==> src/rtl/hazard_fwd_unit.sv <==
// Bypass select and load-use/memory-wait interlock: selects are combinational (0 cycles), stall count registered.
// Backpressure: o_stall holds PC and IF/ID, o_bubble kills ID/EX; a memory wait freezes everything without a bubble.
module hazard_fwd_unit #(
    parameter  int N_REG        = 32,
    parameter  int N_SRC        = 2,
    parameter  int N_STAGES     = 3,
    parameter  int LOAD_LATENCY = 1,
    parameter  int NB_STALL_CNT = 16,
    localparam int NB_IDX       = $clog2(N_REG),
    localparam int NB_SEL       = $clog2(N_STAGES + 1)
) (
    input  logic                         i_clock,
    input  logic                         i_reset_n,
    input  logic                         i_dec_valid,
    input  logic [N_SRC*NB_IDX-1:0]      i_src_index,
    input  logic [N_STAGES-1:0]          i_stage_write,
    input  logic [N_STAGES*NB_IDX-1:0]   i_stage_regdest,
    input  logic                         i_exe_mem_read,
    input  logic                         i_mem_busy,
    input  logic                         i_flush,
    output logic [N_SRC*NB_SEL-1:0]      o_src_select,
    output logic                         o_stall,
    output logic                         o_bubble,
    output logic [NB_STALL_CNT-1:0]      o_stall_count
);

    localparam int NB_CNT = 4;

    typedef enum logic [1:0] {
        ST_IDLE     = 2'd0,
        ST_STALL    = 2'd1,
        ST_WAIT_MEM = 2'd2
    } state_t;

    state_t                   state_q, state_d;
    logic [NB_CNT-1:0]        cnt_q, cnt_d;
    logic [NB_STALL_CNT-1:0]  stall_cnt_q, stall_cnt_d;

    logic [NB_IDX-1:0]        ld_dest;
    logic                     src_hit;
    logic                     hazard;
    logic                     hazard_live;

    // Scan from the oldest stage down so the youngest matching writer wins.
    always_comb begin
        o_src_select = '0;
        for (int k = 0; k < N_SRC; k++) begin
            for (int j = N_STAGES - 1; j >= 0; j--) begin
                if (i_stage_write[j]
                    && (i_src_index[k*NB_IDX +: NB_IDX] != '0)
                    && (i_stage_regdest[j*NB_IDX +: NB_IDX] == i_src_index[k*NB_IDX +: NB_IDX])) begin
                    o_src_select[k*NB_SEL +: NB_SEL] = NB_SEL'(j + 1);
                end
            end
        end
    end

    assign ld_dest = i_stage_regdest[0 +: NB_IDX];

    always_comb begin
        src_hit = 1'b0;
        for (int k = 0; k < N_SRC; k++) begin
            if (i_src_index[k*NB_IDX +: NB_IDX] == ld_dest) begin
                src_hit = 1'b1;
            end
        end
    end

    assign hazard = i_dec_valid & i_exe_mem_read & i_stage_write[0] & (ld_dest != '0) & src_hit;

    // Reset gates the hazard so an asserted reset can only stall on a memory wait.
    assign hazard_live = hazard & ~i_flush & i_reset_n;

    always_ff @(posedge i_clock or negedge i_reset_n) begin
        if (!i_reset_n) begin
            state_q     <= ST_IDLE;
            cnt_q       <= '0;
            stall_cnt_q <= '0;
        end else begin
            state_q     <= state_d;
            cnt_q       <= cnt_d;
            stall_cnt_q <= stall_cnt_d;
        end
    end

    always_comb begin
        state_d = state_q;
        cnt_d   = cnt_q;
        if (i_flush) begin
            state_d = ST_IDLE;
            cnt_d   = '0;
        end else if (i_mem_busy) begin
            state_d = ST_WAIT_MEM;
            cnt_d   = '0;
        end else begin
            case (state_q)
                ST_IDLE: begin
                    if (hazard && (LOAD_LATENCY > 1)) begin
                        state_d = ST_STALL;
                        cnt_d   = NB_CNT'(LOAD_LATENCY - 1);
                    end
                end
                ST_STALL: begin
                    if (cnt_q == NB_CNT'(1)) begin
                        state_d = ST_IDLE;
                        cnt_d   = '0;
                    end else begin
                        cnt_d   = cnt_q - NB_CNT'(1);
                    end
                end
                ST_WAIT_MEM: begin
                    state_d = ST_IDLE;
                    cnt_d   = '0;
                end
                default: begin
                    state_d = ST_IDLE;
                    cnt_d   = '0;
                end
            endcase
        end
    end

    always_comb begin
        o_stall  = ((state_q == ST_IDLE) & hazard_live) | (state_q == ST_STALL) | i_mem_busy;
        o_bubble = o_stall & ~i_mem_busy;
    end

    always_comb begin
        stall_cnt_d = stall_cnt_q;
        if (o_stall && (stall_cnt_q != '1)) begin
            stall_cnt_d = stall_cnt_q + NB_STALL_CNT'(1);
        end
    end

    assign o_stall_count = stall_cnt_q;

endmodule

==> config.mk <==
export PLATFORM = sky130hd
export DESIGN_NAME = hazard_fwd_unit
export DESIGN_NICKNAME = d
export VERILOG_FILES = /design/src/rtl/hazard_fwd_unit.sv
export SDC_FILE = /design/constraint.sdc
export NUM_CORES = 1
export LEC_CHECK = 0
export CORE_MARGIN = 2
export CORE_UTILIZATION = 42
export DETAILED_ROUTE_END_ITERATION = 6
export HOLD_SLACK_MARGIN = 0.15
export MAX_ROUTING_LAYER = met4
export PLACE_DENSITY = 0.78
export SLEW_MARGIN = 20
export SYNTH_ARGS = -nofsm -noshare
export SYNTH_HDL_FRONTEND = slang
export SYNTH_SLANG_ARGS = --single-unit
==> constraint.sdc <==
create_clock -name i_clock -period 2.1 [get_ports i_clock]
set_input_delay 0.42 -clock i_clock [delete_from_list [all_inputs] [get_ports i_clock]]
set_output_delay 0.42 -clock i_clock [all_outputs]
set_load 0.005 [all_outputs]
==> out/results.ini <==
[timing]
worst_pin_slew_ns=0.3282
slew_headroom_pct=78.04
timing.fmax_mhz=477.5
setup_viol=0
hold_viol_final=0
skew_ns=0.002032
finalCritPeriodShare_pct=99.74
finalHoldWorstSlack_ns=0.3174
finalMaxSlewViolations=0
rsz0062_at_grt=true
period_needed_ns=2.094

[synthesis]
synth-main-ff-cell=dfrtp_1
ys_seq_area_share_pct=33.50
ys_top_cells_by_count=xnor2_1 (32), dfrtp_1 (17), nand4_1 (14), xor2_1 (13), nand2_1 (7)
synth_mux_area_share_pct=1.182
ys_warn_count=0
avgSynthCellArea_sq_um=10.08
syn_nets=161
synth_simple_gate_area_share_pct=28.08
synth_edf_count=0
synthesis.area_sq_um=1270
synth_area_leaders=dfrtp_1 (33%), xnor2_1 (22%), xor2_1 (9.0%)
yosys.area_share.xor_xnor_pct=31.03
ys_ff_latch=17
synth_cell_types=29
synth_compound_area_share_pct=4.926
yosys.area_share.adder_pct=0.9852
synth_top_area_share_pct=33.50
synth_largest_area_cell=dfrtp_1
synth_top_family_by_area=XOR/XNOR gates
synth_async_sr_flop_share_pct=100.0
yosysMostFrequentCell=xnor2_1
syn-instance-count=126

[place]
dpl.cell_count=234
port_buffers=55
dp_hpwl_um=2949
place.gp.congestion=0.8087

[setup_path]
worstSetupPathType=primary input to primary output
worstPathMaxFanout=2
worst_path_max_delay_cell=clkdlybuf4s50_1
end_kind=primary output
crit_buf_inv=2
critPathTopFamily=buffers and inverters
required_ns=1.68
startpoint_type=primary input
cpPeakStageDelay_ns=0.44
path_cells=clkdlybuf4s50_1 -> xor2_1 -> nor4_4 -> nand2b_1 -> nand2_1 -> buf_2
ff2ff_path_depth=8
path_depth=6
crit_arrival_ns=1.67

[drt]
drtPass1Iterations=6
vias=1331
remaining_drc_errors=4
wl_per_cell_um=18.78
antenna_left=0
first_iter_violations=36
via_per_inst=5.546
wl_um=4507

[global_routing]
grt_start_max_net_pins=18
grt_pass1_vias=1380
grt_first_pass_wirelength_um=6762
grt_usage_pct=27.13
grt_overflow=0
antenna_found_initial=0

[layout]
antennaDiodeCount=0
drive_above_1_share_pct=42.11
postLayoutCoreUtil_pct=79.39
nets=245
syn2layout_area_growth_pct=75.37
final_cells=240

[power]
ir_drop_mv=0.5203
p_leak_nw=0.9745
finalPower_mw=1.243
p_per_area_nw_per_um2=558.2

[run]
drv_cap=0

[cts]
numCtsBuffers=3
clk_latency_ns=0.29
clk_pin_slew_worst_paths_ns=0.09
cts-root-buf=clkbuf_4
cts_max_level=1
clockBufferDepth=2
ctsHoldBuffers=0
numClockSinks=17
tritoncts=yes

[status]
failed_checks=design-rule violations
status=finished, violations left

[die]
io_pins=56
die_w_um=58.99
die_h_um=58.99
core_area_sq_um=2805
die_area_sq_um=3480
initial_core_util_pct=45.27
rows=19

[hold_path]
hold_class=primary input to async pin

## layout make-up
cell class,count,area [sq um]
clock buffers,4,26.28
fillers,186,578.1
inverters,1,3.754
multi-input cells,108,1062
flip-flops and latches,17,425.4
well taps,31,38.79
repair buffers,79,670.6
## routing by layer
metal  global-route usage (%)  share of wire [%]  vias to the layer above  routed length, um
met5                        -                  0                        -                  0
met4                    8.766                2.7                        0                121
met3                    4.585                4.3                       14                193
met2                    44.29                 52                       41               2363
met1                    34.36                 41                      656               1829
li1                         -                  -                      620                  -
## layout by cell type, fill, tap and decap left out, types with 2 or more instances in the layout
master,n
dlymetal6s2s_1,4
buf_2,11
clkbuf_4,3
nand4_1,14
nand3b_1,2
xnor2_4,2
o21a_1,2
dlygate4sd2_1,8
clkdlybuf4s50_1,20
xor2_1,8
nor4_2,3
nand2b_1,2
dfrtp_1,17
nand2_1,7
xor2_2,5
nor2_1,2
nor2_4,2
or4_4,3
nand3_1,4
and4_1,2
nand3_2,2
xnor2_2,9
clkbuf_2,8
nor3_4,2
and3_1,2
buf_4,16
xnor2_1,21
buf_6,11
nand2_2,2
## registers in the layout (all words and copies together), names as in the netlist
register       count
state_q            1
o_stall_count     16
## metrics by stage
step	cell area, sq um	setup WS (ns)	TNS (ns)
floorplan	1270	0.1830	0
global placement	2024	-0.7403	-9.186
detailed placement	2024	-0.8297	-10.30
CTS	2181	-0.0008666	-0.0008666
global route	2227	-0.05069	-0.08922
finish	2227	0.005564	0
## power breakdown
part	switching [mW]	total [mW]	internal, mW
combinational	0.242	0.574	0.332
clock	0.0992	0.173	0.0739
sequential	0.101	0.496	0.395
total	0.442	1.24	0.801
## final timing paths
kind,slack [ns],to,from
min,0.32,o_stall_count[0]$_DFFE_PN0P_,i_reset_n
min in group i_clock,0.51,o_stall_count[14]$_DFFE_PN0P_,o_stall_count[14]$_DFFE_PN0P_
min reg2reg,0.51,o_stall_count[14]$_DFFE_PN0P_,o_stall_count[14]$_DFFE_PN0P_
max reg2reg,0.25,o_stall_count[5]$_DFFE_PN0P_,state_q[1]$_DFFE_PN0P_
max,0.006,o_src_select[0],i_stage_regdest[10]
max in group asynchronous,1.59,o_stall_count[2]$_DFFE_PN0P_,i_reset_n
## timing repair
action	in CTS	in global routing
endpoints found under the setup margin	15	13
resized for setup	110	33
buffers inserted	4	1
pin swaps	24	26
## worst register-to-register path: stages (launching register included)
cell and delay (ns):
dfrtp_1 0.37, nand4b_1 0.18, nor3b_2 0.20, buf_4 0.14, o221ai_4 0.11, buf_4 0.18, a21oi_4 0.24, nand4_1 0.16
xnor2_1 0.20
## kinds of logic (layout without fill, tap and decap cells)
kind of cell,count (synthesis),in the layout
buf+inv,1,84
xor+xnor,45,45
simple gates,56,56
flops,17,17
fa+ha+maj,1,1
compound gates,5,5
mux,1,1
Power figures use the tool's default switching activity.
